## src/rtl/pwm_fet_driver_array.sv

```systemverilog
// N-channel complementary PWM FET driver with dead time, double-buffered duty,
// latched fault shutdown and a Wishbone register interface.
module pwm_fet_driver_array #(
    parameter int unsigned NUM_CH    = 4,
    parameter int unsigned CNT_W     = 16,
    parameter int unsigned DT_W      = 8,
    parameter logic [31:0] BASE_ADDR = 32'h3000_0000
) (
    input  logic              wb_clk_i,
    input  logic              wb_rst_ni,
    input  logic              wbs_stb_i,
    input  logic              wbs_cyc_i,
    input  logic              wbs_we_i,
    input  logic [3:0]        wbs_sel_i,
    input  logic [31:0]       wbs_adr_i,
    input  logic [31:0]       wbs_dat_i,
    output logic              wbs_ack_o,
    output logic [31:0]       wbs_dat_o,
    input  logic              fault_i,
    output logic [NUM_CH-1:0] pwm_hi_o,
    output logic [NUM_CH-1:0] pwm_lo_o,
    output logic              irq_o
);

    logic              en, irq_en, fault, wrap;
    logic [CNT_W-1:0]  period, cnt;
    logic [DT_W-1:0]   deadtime;
    logic [CNT_W-1:0]  shadow   [NUM_CH];
    logic [CNT_W-1:0]  duty_act [NUM_CH];
    logic [DT_W-1:0]   dt_q     [NUM_CH];
    logic [DT_W-1:0]   dt_cur   [NUM_CH];
    logic [NUM_CH-1:0] raw, raw_q;
    logic              en_q, fault_s1, fault_s2, fault_act, en_rise, wrap_evt;

    logic [31:0] offset, rd_data;
    logic [5:0]  widx;
    logic        hit, req, wr_req, fault_clr, wrap_clr;

    function automatic logic [31:0] merge(input logic [31:0] old, input logic [31:0] dat,
                                          input logic [3:0] sel);
        logic [31:0] r;
        r = old;
        for (int unsigned b = 0; b < 4; b++)
            if (sel[b]) r[8*b +: 8] = dat[8*b +: 8];
        return r;
    endfunction

    // Misaligned offsets are treated as unmapped.
    assign offset    = wbs_adr_i - BASE_ADDR;
    assign hit       = (offset[31:8] == '0) && (offset[1:0] == 2'b00);
    assign widx      = offset[7:2];
    assign req       = wbs_stb_i & wbs_cyc_i & ~wbs_ack_o;
    assign wr_req    = req & wbs_we_i & hit;
    assign fault_clr = wr_req & (widx == 6'd0) & wbs_sel_i[0] & wbs_dat_i[2];
    assign wrap_clr  = wr_req & (widx == 6'd3) & wbs_sel_i[0] & wbs_dat_i[1];

    always_comb begin
        rd_data = '0;
        if (hit) begin
            case (widx)
                6'd0: begin rd_data[0] = en; rd_data[1] = irq_en; end
                6'd1: rd_data[CNT_W-1:0] = period;
                6'd2: rd_data[DT_W-1:0] = deadtime;
                6'd3: begin rd_data[0] = fault; rd_data[1] = wrap; end
                default: begin
                    for (int unsigned n = 0; n < NUM_CH; n++)
                        if (widx == 6'(4 + n)) rd_data[CNT_W-1:0] = shadow[n];
                end
            endcase
        end
    end

    always_ff @(posedge wb_clk_i or negedge wb_rst_ni) begin
        if (!wb_rst_ni) begin
            wbs_ack_o <= 1'b0;
            wbs_dat_o <= '0;
            en        <= 1'b0;
            irq_en    <= 1'b0;
            period    <= '0;
            deadtime  <= '0;
            for (int unsigned n = 0; n < NUM_CH; n++) shadow[n] <= '0;
        end else begin
            wbs_ack_o <= req;
            wbs_dat_o <= (req && !wbs_we_i) ? rd_data : '0;
            if (wr_req) begin
                case (widx)
                    6'd0: begin
                        if (wbs_sel_i[0]) begin
                            en     <= wbs_dat_i[0];
                            irq_en <= wbs_dat_i[1];
                        end
                    end
                    6'd1: period   <= CNT_W'(merge(32'(period), wbs_dat_i, wbs_sel_i));
                    6'd2: deadtime <= DT_W'(merge(32'(deadtime), wbs_dat_i, wbs_sel_i));
                    default: begin
                        for (int unsigned n = 0; n < NUM_CH; n++)
                            if (widx == 6'(4 + n))
                                shadow[n] <= CNT_W'(merge(32'(shadow[n]), wbs_dat_i, wbs_sel_i));
                    end
                endcase
            end
        end
    end

    // >= so that a PERIOD shrunk below cnt wraps on the next cycle.
    assign wrap_evt = en & (cnt >= period);

    always_ff @(posedge wb_clk_i or negedge wb_rst_ni) begin
        if (!wb_rst_ni) begin
            cnt <= '0;
            for (int unsigned n = 0; n < NUM_CH; n++) duty_act[n] <= '0;
        end else begin
            cnt <= (!en || wrap_evt) ? '0 : cnt + CNT_W'(1);
            for (int unsigned n = 0; n < NUM_CH; n++)
                if (!en || wrap_evt) duty_act[n] <= shadow[n];
        end
    end

    always_ff @(posedge wb_clk_i or negedge wb_rst_ni) begin
        if (!wb_rst_ni) begin
            fault_s1 <= 1'b0;
            fault_s2 <= 1'b0;
            fault    <= 1'b0;
            wrap     <= 1'b0;
        end else begin
            fault_s1 <= fault_i;
            fault_s2 <= fault_s1;
            if (fault_s2)       fault <= 1'b1;
            else if (fault_clr) fault <= 1'b0;
            if (wrap_evt)       wrap <= 1'b1;
            else if (wrap_clr)  wrap <= 1'b0;
        end
    end

    // Gating on the synchroniser output too keeps fault-to-gate-off within 3 cycles.
    assign fault_act = fault | fault_s2;
    assign en_rise   = en & ~en_q;

    always_comb begin
        for (int unsigned n = 0; n < NUM_CH; n++) begin
            raw[n]    = en & ~fault_act & (cnt < duty_act[n]);
            dt_cur[n] = ((raw[n] != raw_q[n]) || en_rise) ? '0 : dt_q[n];
        end
    end

    always_ff @(posedge wb_clk_i or negedge wb_rst_ni) begin
        if (!wb_rst_ni) begin
            raw_q    <= '0;
            en_q     <= 1'b0;
            pwm_hi_o <= '0;
            pwm_lo_o <= '0;
            for (int unsigned n = 0; n < NUM_CH; n++) dt_q[n] <= '0;
        end else begin
            raw_q <= raw;
            en_q  <= en;
            for (int unsigned n = 0; n < NUM_CH; n++) begin
                dt_q[n]     <= (dt_cur[n] < deadtime) ? dt_cur[n] + DT_W'(1) : deadtime;
                pwm_hi_o[n] <= raw[n] & (dt_cur[n] == deadtime);
                pwm_lo_o[n] <= en & ~fault_act & ~raw[n] & (dt_cur[n] == deadtime);
            end
        end
    end

    assign irq_o = irq_en & (fault | wrap);

endmodule

```

## config.mk

```make
export PLATFORM = sky130hd
export DESIGN_NAME = pwm_fet_driver_array
export DESIGN_NICKNAME = d
export VERILOG_FILES = /design/src/rtl/pwm_fet_driver_array.sv
export SDC_FILE = /design/constraint.sdc
export NUM_CORES = 1
export LEC_CHECK = 0
export ABC_AREA = 1
export CORE_UTILIZATION = 57
export DETAILED_ROUTE_END_ITERATION = 16
export PLACE_DENSITY = 0.79
export SLEW_MARGIN = 25
export SYNTH_ARGS = -nofsm -noshare
export SYNTH_HDL_FRONTEND = slang
export SYNTH_SLANG_ARGS = --single-unit
```

## constraint.sdc

```tcl
create_clock -name wb_clk_i -period 3.8 [get_ports wb_clk_i]
set_clock_uncertainty 0.15 [all_clocks]
set_input_delay 0.95 -clock wb_clk_i [delete_from_list [all_inputs] [get_ports wb_clk_i]]
set_output_delay 0.95 -clock wb_clk_i [all_outputs]
set_load 0.02 [all_outputs]
```

# [Yosys cells after proc, flatten, opt, wreduce, memory -nomap -nowiden]
# Cells that the tools add are included.
[totals] reg_bits=236 out_inout_bits=42 word_cells=153 inputBits=74
[classes] order_cmp=9 muxes=22 n_reduce_logical=29 eq_ne=15 n_bitwise=40 addsub=6
[op_table] op="$mux W16" n=7
[op_table] op="$lt A16 B16 Y1" n=4
[op_table] op="$mux W8" n=8
[op_table] op="$add A8 B1 Y8 const B" n=4
[op_table] op="$eq A8 B8 Y1" n=4
[op_table] op="$lt A8 B8 Y1" n=4
[op_table] op="$reduce_and A4 Y1" n=8
[op_table] op="$sub A32 B30 Y32 const B" n=1
[op_table] op="$and A1 B1 Y1" n=30
[op_table] op="$eq A6 B3 Y1 const B" n=4
[op_table] op="$logic_not A24 Y1" n=1
[op_table] op="$pmux W6 S3" n=1
[op_table] op="$add A16 B1 Y16 const B" n=1
[op_table] op="$ge A16 B16 Y1" n=1
[op_table] op="$pmux W8 S2" n=1
[op_table] op="$eq A6 B2 Y1 const B" n=2
[op_table] op="$reduce_and A3 Y1" n=4
[op_table] op="$not A1 Y1" n=8
[op_table] op="$pmux W2 S4" n=1
[op_table] op="$eq A6 B1 Y1 const B" n=1
[op_table] op="$logic_not A6 Y1" n=1
[op_table] op="$reduce_or A3 Y1" n=2
[op_table] op="$logic_or A1 B1 Y1" n=5
[op_table] op="$mux W1" n=4
[op_table] op="other kinds (7)" n=14

# [Logic depth before layout (Yosys ltp)]
# Gate-level depths: netlist of the first run.
[logic_depth] depth_word=9 depth_mapped=22 mapped_depth_nobuf=21

# [Worst setup path before layout of the first run]
# Ideal clock, no wire load.
[synth_timing] path_type="flip-flop to flip-flop" start="reg cnt[9]" end="reg dt_q[27] (netlist bit)" period_less_slack_ps=3208 setup_time_ps=131 arrival_time_ps=2926 t_required_ps=3519 path_stages_with_launch=18 path_buffers=1 setup_slack_ps=592 cell_sequence="dfrtp_1 ha_1 nand2_1 inv_1 o21ai_0 a21oi_1 nor2_1 nand3_1 nand2_2 nand3_4 nor2_1 ha_1 a21oi_1 o21ai_0 a221oi_1 o21a_1 clkbuf_1 o22ai_1"
[synth_via] elab_chain_cells=7
[synth_rtl] element="start, declared" line_no="26" rtl="logic [CNT_W-1:0] period, cnt;"
[synth_rtl] element="start signal, assigned" line_no="113" rtl="cnt <= (!en || wrap_evt) ? '0 : cnt + CNT_W'(1);"
[synth_rtl] element="$lt A16 B16 Y1 *" line_no="141" rtl="raw[n] = en & ~fault_act & (cnt < duty_act[n]);"
[synth_rtl] element="$and A1 B1 Y1 *" line_no="141"
[synth_rtl] element="$ne A1 B1 Y1 *" line_no="142" rtl="dt_cur[n] = ((raw[n] != raw_q[n]) || en_rise) ? '0 : dt_q[n];"
[synth_rtl] element="$logic_or A1 B1 Y1 *" line_no="142"
[synth_rtl] element="$mux W8 *" line_no="142"
[synth_rtl] element="$add A8 B1 Y8 / $lt A8 B8 Y1 (equally long branches)" line_no="157" rtl="dt_q[n] <= (dt_cur[n] < deadtime) ? dt_cur[n] + DT_W'(1) : deadtime;"
[synth_rtl] element="$mux W8 *" line_no="157"
[synth_rtl] element="end signal, assigned by index" line_no="157"
[synth_rtl] element="end, declared" line_no="30" rtl="logic [DT_W-1:0] dt_q [NUM_CH];"
# Every way passes the cells marked *; elsewhere a longest branch is shown, timed or not.
# A chain may end at the register's enable or synchronous reset.

# [Final worst setup path of the first run]
[layout_timing] start="reg cnt[14]" end="reg dt_q[2] (netlist bit)"
# Same word-level chain as after synthesis.

==> results.ini, run 1 <==
[worst_setup_path]
r2r_end=dt_q[2]
path_cells=ha_1 -> nand2_1 -> o21ai_0 -> nor2_1 -> buf_4 -> nand4_1 -> buf_4 -> nand3_2 -> nor2_4 -> ha_1 -> a21oi_1 -> or2_2 -> nand3_4 -> clkinvlp_4 -> nand2_1 -> o21ai_0
cp_slowest_stage_delay_ns=0.50
critPathArrivalTime_ns=3.87
cp-end-kind=flop
crit_end=dt_q[2]
r2r-start=cnt[14]
crit_start=cnt[14]
criticalPathCategory=reg2reg
start_kind=flop
reg2reg_slack_ns=0.16
cp_max_fo=7
slowest_stage=dfrtp_1
cp.required_ns=4.04
r2r_cells=16

[synth]
syn_inst=1564
synth-seq-cells=236
synth-edff-count=0
yosys.area.top_type=dfrtp_1
ys_types=44
synthTopCellsByArea=dfrtp_1, ha_1, nand2_1
synth_area_per_cell_um2=8.38
ys.flop_type=dfrtp_1
ys_top_cells_by_count=nand2_1, dfrtp_1, inv_1, o21ai_0, ha_1
synthMostInstantiatedCell=nand2_1
yosysSeqAreaShare_pct=45.0
yosys_warnings=0
async_flop_share_pct=100
synth_area_mm2=0.0131
yosysTopAreaCellShare_pct=45.0

[cells_and_area]
drive_above_1_share_pct=9.68
nNetsFinal=1863
fin_area_mm2=0.0154
antenna_cells=0
finalNonFillerCells=1980
utilization_pct=68.1
area_growth_pct=17.2

[placement]
io_buffers=81
dp.cells=1918
pre_cts_slack_ns=0.112
hpwlAfterDp_um=23900
place.gp.congestion=0.893
placed_cell_area_mm2=0.0142

[floorplan]
core_mm2=0.0226
die_w_um=154
die-area_mm2=0.0236
die_h_um=154
rows=55
ioPinCount=116
start_util_pct=58.1

[outcome]
status=complete, no violations

[clock_tree]
clk_pin_slew_ns=0.06
cts_tree=done
cts_sinks=236
cts_hold_buffers=0
cts-root-buf=clkbuf_16
cts_buffers=26
clock_latency_ns=0.54
cts_buffer_depth=3
h-tree-depth=1

[sta]
setup_tns_ns=0
max_freq_mhz=275
fin_crit_ns=3.64
whs_ns=0.203
finalSetupViolations=0
finalHoldViolCount=0
drv_slew=0
slew_headroom_pct=46.2
worstMarginPinSlew_ns=0.807
fin_crit_sh_pct=95.7
fin_ws_ns=0.164

[detailed_routing]
routed_wl_um=34300
viasPerCell=5.71
postRouteAntennaNets=0
via_count=11300
wire_per_inst_um=17.3
dr.pass1.iters=6
drc=0
dr.first_iter.drc_count=801

[global_routing]
grt_pass1_wl_um=55300
grtUsageTotal_pct=29.5
grt-ovfl-total=0
antenna_found_initial=0
grt_max_degree=99
grt_pass1_vias=11100

[pwr]
power_density_mw_per_mm2=353
total_leakage_power_nw=7.18
p_total_mw=5.43
ir_drop_v=0.000370

[worst_hold_path]
hp-class=reg2reg

[job]
max_cap_violations=0

-- what timing repair did --
action / in CTS / in global routing
endpoints found under the setup margin: 0 / 32
hold endpoints to repair: 0 / 0
gates resized for setup: 0 / 30
setup buffers: 0 / 12
-- final cells by class --
cell class              count  area [µm²]
repair inverters            2        15.0
flip-flops and latches    236        5910
multi-input cells        1072        6170
fillers                  1728        7200
inverters                 216         820
clock inverters             9         174
clock buffers              38         757
repair buffers            122        1160
well taps                 285         357
-- worst min path at each step --
stage,start,endpoint,slack [ns],cells past startpoint
detailed placement,fault_s1,fault_s2,0.20,0
finish,fault_s1,fault_s2,0.20,0
global placement,fault_s1,fault_s2,0.19,0
global route,fault_s1,fault_s2,0.22,0
CTS,fault_s1,fault_s2,0.21,0
floorplan,fault_s1,fault_s2,0.18,0
-- routing by layer --
metal,GRT usage (%),wire length (µm),vias up
li1,-,-,5358
met1,38.4,14100,5378
met2,49.9,16800,464
met3,4.57,2290,98
met4,11.2,1090,0
met5,0,0,-
-- where the power goes --
group | switching, mW | total, mW | internal, mW | leakage (nW)
Combinational | 0.113 | 0.176 | 0.0633 | 3.46
Sequential | 0.000765 | 2.52 | 2.51 | 3.26
Clock | 1.02 | 2.74 | 1.72 | 0.457
Total | 1.14 | 5.43 | 4.29 | 7.18
-- flip-flops by register name, summed over array words and instances (netlist names) --
signal	flops
raw_q	4
en_q	1
pwm_lo_o	4
pwm_hi_o	4
shadow	64
period	16
fault_s1	1
wrap	1
deadtime	8
fault_s2	1
fault	1
dt_q	32
irq_en	1
cnt	16
en	1
wbs_ack_o	1
duty_act	64
wbs_dat_o	16
-- cells by family after synthesis --
group | after synthesis | share of synthesized area [%]
buffers and inverters | 272 | 9.03
adder cells (fa/ha/maj) | 113 | 10.8
flip-flops | 236 | 45.0
other | 1 | 0.0286
AND/OR/NAND/NOR | 612 | 20.9
AO/OA/AOI/OAI | 324 | 13.8
XOR/XNOR | 6 | 0.401
-- critical path: cells and delay by family (launching register included) --
| family | cells | cell delay [ns] |
|---|---|---|
| AND/OR/NAND/NOR | 8 | 1.22 |
| flip-flops | 1 | 0.50 |
| buffers and inverters | 3 | 0.53 |
| AO/OA/AOI/OAI | 3 | 0.58 |
| adder cells (fa/ha/maj) | 2 | 0.52 |
-- placed cells by master, fill, tap and decap left out, types with 8 or more instances in the layout --
cell and n:
nand2_1 369, dfrtp_1 231, inv_1 209, o21ai_0 126
ha_1 112, nor2_1 98, clkdlybuf4s50_1 80, o21ai_1 66
a21oi_1 65, nand3_1 41, buf_4 37, nand4_1 27
clkbuf_16 27, nor2_2 17, conb_1 16, nor3_1 15
o22ai_1 15, nand3_4 14, o21ai_2 13, a22oi_1 9
a221oi_1 8, a41oi_1 8
Power figures use the tool's default switching activity.
==> run 2: changes to the inputs <==
- SETUP_SLACK_MARGIN: unset -> 0.05
==> run 2 against run 1 <==
  * First-iteration DRC count grew 4.9%
  * Sequential power about the same
  * Critical path type unchanged
  * Worst setup slack got worse by 0.0017 ns
  * Largest power group unchanged
==> results.ini, run 2 (synthesized netlist as in run 1, its figures left out) <==
[outcome]
status=complete, no violations

[sta]
setup_tns_ns=0  ; unchanged
fin_crit_sh_pct=95.7  ; about the same
whs_ns=0.204  ; +0.000378 ns
max_freq_mhz=275  ; about the same
slew_headroom_pct=47.6  ; +1.4 points
finalHoldViolCount=0  ; unchanged
rsz0062_at_grt=no
drv_slew=0  ; unchanged
worstMarginPinSlew_ns=0.786  ; -0.0214 ns
finalSetupViolations=0  ; unchanged
fin_crit_ns=3.64  ; +0.00168 ns

[worst_setup_path]
cp-end-kind=flop
cp.required_ns=4.03  ; about the same
cp_max_fo=7  ; unchanged
start_kind=flop
critPathArrivalTime_ns=3.87  ; about the same
criticalPathCategory=reg2reg

[detailed_routing]
routed_wl_um=34600  ; +0.74%
viasPerCell=5.70  ; -0.12%
via_count=11300  ; +0.38%
drc=0  ; unchanged
wire_per_inst_um=17.4  ; +0.24%
dr.first_iter.drc_count=840  ; +4.9%
dr.pass1.iters=5  ; -1
postRouteAntennaNets=0  ; unchanged

[clock_tree]
cts_buffers=26  ; unchanged
cts_tree=done
clock_latency_ns=0.54  ; about the same
cts_sinks=236  ; unchanged
cts_buffer_depth=3  ; unchanged
clk_pin_slew_ns=0.06  ; about the same
h-tree-depth=1  ; unchanged
cts_hold_buffers=0  ; unchanged
cts-root-buf=clkbuf_16

[placement]
hpwlAfterDp_um=23900  ; unchanged
io_buffers=81  ; unchanged
place.gp.congestion=0.893  ; unchanged
dp.cells=1918  ; unchanged
placed_cell_area_mm2=0.0142  ; unchanged

[cells_and_area]
layout_commonest_cell=nand2_1
nNetsFinal=1873  ; +0.54%
area_growth_pct=17.9
fin_area_mm2=0.0155  ; +0.54%
antenna_cells=0  ; unchanged
utilization_pct=68.5  ; +0.37 points
top_regs=duty_act x64, shadow x64, dt_q x32
drive_above_1_share_pct=10.5  ; +0.82 points
num-fill-cells=1714  ; -0.81%
finalNonFillerCells=1990  ; +0.51%
layout_common_cells=nand2_1, dfrtp_1, inv_1, o21ai_0, ha_1

[floorplan]
rows=55  ; unchanged
die_h_um=154  ; unchanged
core_mm2=0.0226  ; unchanged
die_w_um=154  ; unchanged
die-area_mm2=0.0236  ; unchanged
ioPinCount=116  ; unchanged
start_util_pct=58.1  ; unchanged

[pwr]
pwr-share-clk_pct=50.4  ; about the same
power_density_mw_per_mm2=351  ; -0.52%
switching_share_pct=20.9  ; about the same
total_leakage_power_nw=7.22  ; +0.64%
ir_drop_v=0.000369  ; -0.24%
internal_power_mw=4.29  ; unchanged
combPwrFrac_pct=3.2  ; about the same
switchingPower_mw=1.14  ; about the same
p_seq_share_pct=46.3  ; about the same

[job]
max_cap_violations=0  ; unchanged

[global_routing]
grt_pass1_vias=11100  ; unchanged
grt-ovfl-total=0  ; unchanged
antenna_found_initial=0  ; unchanged
grtUsageTotal_pct=29.5  ; unchanged
grt_pass1_wl_um=55300  ; unchanged
grt_max_degree=99  ; unchanged

[worst_hold_path]
hp-class=reg2reg

run 2: metal layers:
layer / track usage [%] / vias to the layer above / part of all wire (%)
li1: - / 5371 / -
met1: 38.4 / 5377 / 41
met2: 49.9 / 497 / 49
met3: 4.57 / 96 / 7.1
met4: 11.2 / 0 / 3.1
met5: 0 / - / 0
run 2: per-stage QoR:
stage | power, mW | worst slack [ns]
2_1_floorplan | 2.62 | 0.592
3_3_place_gp | 2.74 | 0.245
3_5_place_dp | 2.74 | 0.112
4_1_cts | 5.46 | 0.0941
5_1_grt | 5.56 | 0.00572
6_report | 5.43 | 0.162
run 2: power groups by stage:
stage	Combinational, mW	Sequential, mW	Clock (mW)
2_1_floorplan	0.0572	2.56	0
3_3_place_gp	0.176	2.56	0
3_5_place_dp	0.178	2.56	0
4_1_cts	0.179	2.52	2.77
5_1_grt	0.196	2.51	2.85
6_report	0.176	2.52	2.74
run 2: final timing paths:
check,start,endpoint,slack [ns],depth (start not counted)
min in group asynchronous,wb_rst_ni,duty_act[25],0.29,1
worst min register to register,fault_s1,fault_s2,0.20,0
worst min-delay path,fault_s1,fault_s2,0.20,0
max in group asynchronous,wb_rst_ni,duty_act[39],2.34,2
worst max-delay path,cnt[14],dt_q[2],0.16,17
worst max register to register,cnt[14],dt_q[2],0.16,17
run 2: what timing repair did:
| action | in CTS | in global routing |
|---|---|---|
| buffers inserted | 0 | 22 |
| setup endpoints to repair | 0 | 32 |
| resized for setup | 0 | 39 |
| hold endpoints to repair | 0 | 0 |
run 2: critical path: stages (launching register included):
cell	delay, ns
dfrtp_1	0.50
ha_1	0.36
nand2_1	0.05
o21ai_0	0.40
nor2_1	0.10
buf_4	0.17
nand3_1	0.12
nand2_2	0.13
nand3_4	0.13
nor2_1	0.10
ha_1	0.31
nand2_1	0.06
o21ai_0	0.23
nand2_1	0.14
nand3_4	0.16
clkinvlp_4	0.19
nand2_1	0.10
o21ai_0	0.09
run 2: layout make-up:
cell class | instances | area, µm² | area share, %
clock buffers | 38 | 757 | 4.90
clock inverters | 9 | 174 | 1.13
inverters | 216 | 820 | 5.30
multi-input cells | 1072 | 6180 | 40.0
flip-flops and latches | 236 | 5910 | 38.3
well taps | 285 | 357 | 2.31
repair buffers | 132 | 1240 | 8.02
repair inverters | 2 | 15.0 | 0.0971
==> RTL change, RTL diff (settings of run 1) <==
Register the output `pwm_lo_o` once more, with the module's reset; this adds one clock of latency there. The other outputs are not delayed to match.
--- a/src/rtl/pwm_fet_driver_array.sv
+++ b/src/rtl/pwm_fet_driver_array.sv
@@ -21,6 +21,8 @@
     output logic [NUM_CH-1:0] pwm_lo_o,
     output logic              irq_o
 );
+
+    logic [NUM_CH-1:0] pwm_lo_s0;
 
     logic              en, irq_en, fault, wrap;
     logic [CNT_W-1:0]  period, cnt;
@@ -148,7 +150,7 @@
             raw_q    <= '0;
             en_q     <= 1'b0;
             pwm_hi_o <= '0;
-            pwm_lo_o <= '0;
+            pwm_lo_s0 <= '0;
             for (int unsigned n = 0; n < NUM_CH; n++) dt_q[n] <= '0;
         end else begin
             raw_q <= raw;
@@ -156,12 +158,20 @@
             for (int unsigned n = 0; n < NUM_CH; n++) begin
                 dt_q[n]     <= (dt_cur[n] < deadtime) ? dt_cur[n] + DT_W'(1) : deadtime;
                 pwm_hi_o[n] <= raw[n] & (dt_cur[n] == deadtime);
-                pwm_lo_o[n] <= en & ~fault_act & ~raw[n] & (dt_cur[n] == deadtime);
+                pwm_lo_s0[n] <= en & ~fault_act & ~raw[n] & (dt_cur[n] == deadtime);
             end
         end
     end
 
     assign irq_o = irq_en & (fault | wrap);
 
+    always_ff @(posedge wb_clk_i or negedge wb_rst_ni) begin
+        if (!wb_rst_ni) begin
+            pwm_lo_o <= '0;
+        end else begin
+            pwm_lo_o <= pwm_lo_s0;
+        end
+    end
+
 endmodule
 
Function: changed (Yosys sat finds a counterexample within 4 cycles, from zero or initial values and one cycle with wb_rst_ni low).
==> RTL change against run 1 <==
Total power is 1.5% higher; synthesized cell count is 0.45% lower; hold slack worse by 0.0059 ns; combinational power hardly changed; setup slack better by 0.037 ns; sequential cell count is 4 higher; synthesized area is 1.0% higher; count of clock-buffer cells in the layout is 3 lower; routed wire length is 3.0% lower; critical endpoint is now dt_q[27]; design area is 0.26% higher; critical path type unchanged.
==> RTL change: results (changes against run 1) <==
[detailed_routing]
wl_met3_mm = 2.76  ; was 2.29 mm
finalWirelength_mm = 33.3  ; was 34.3 mm
m1WireLength_mm = 13.9  ; was 14.1 mm
drt-initial-drc-count = 813  ; was 801
met2_length_mm = 15.5  ; was 16.8 mm
firstDrtPassIters = 5  ; was 6
post_drt_wl_per_cell_um = 16.9  ; was 17.3 um

[pwr]
p_seq_mw = 2.56  ; was 2.52 mW
powerDensity_mw_per_mm2 = 358  ; was 353 mW/mm^2
total_power_mw = 5.51  ; was 5.43 mW
p_int_mw = 4.31  ; was 4.29 mW
leakage_nw = 7.18  ; about the same

[critical_path]
crit_path_end = dt_q[27]  ; was dt_q[2]
crit_fanout = 9  ; was 7
reg2reg_depth = 15  ; was 16
rrSetupSlack_ns = 0.20  ; was 0.16 ns
cp.arrival_ns = 3.85  ; was 3.87 ns

[finish]
drive_above_1_share_pct = 10.0  ; was 9.68%
nFillCells = 1780  ; was 1728
seq_share_pct = 39.0  ; was 38.5%

[timing]
whs_ns = 0.197  ; was 0.203 ns

[outcome]
status = finished, final reports clean  ; unchanged

[grt]
met1_usage_pct = 38.2  ; was 38.4%
antenna_found_initial = 1  ; was 0

[clock_network]
cts.sinks = 240  ; was 236
numCtsBuffers = 27  ; was 26

[synthesis]
avgSynthCellArea_um2 = 8.51  ; was 8.38 um^2
netlist_top_cells_count = 364 x nand2_1, 240 x dfrtp_1, 206 x inv_1, 124 x o21ai_0, 113 x ha_1  ; was 370 x nand2_1, 236 x dfrtp_1, 213 x inv_1, 128 x o21ai_0, 113 x ha_1
synth.area.top_cells = dfrtp_1 45%, ha_1 11%, nand2_1 10%  ; was dfrtp_1 45%, ha_1 11%, nand2_1 11%

[placement]
dp_hpwl_mm = 23.1  ; was 23.9 mm

-- RTL change: cell types whose count changed after synthesis, sizes merged, moves of 2 or more --
cell	change
nor2	-9
nor3	+3
buf	-5
clkbuf	+3
nand2	-5
o21ai	-2
nand3	+4
dfrtp	+4
o21bai	+4
o211ai	+2
inv	-5
-- RTL change: what timing repair did --
action | in CTS | in global routing
gates cloned | 0 | 4
pin swaps | 0 | 5
setup endpoints to repair | 1 | 32
endpoints found under the hold margin | 0 | 0
gates resized for setup | 1 | 22
buffers inserted | 0 | 7
-- RTL change: cells by family after synthesis --
kind of cell | synth area share (%)
xor+xnor | 0.463
buf+inv | 8.92
other cells | 0.0283
flops | 45.3
compound gates | 13.9
simple gates | 20.7
fa+ha+maj | 10.7
-- RTL change: worst max-delay path: cells and delay by family (launching register included) --
family                     cells  cell delay [ns]
adders and majority gates      2             0.53
buffers and inverters          2             0.37
AOI/OAI and AO/OA              3             0.27
DFF                            1             0.49
and+or+nand+nor                8             1.64
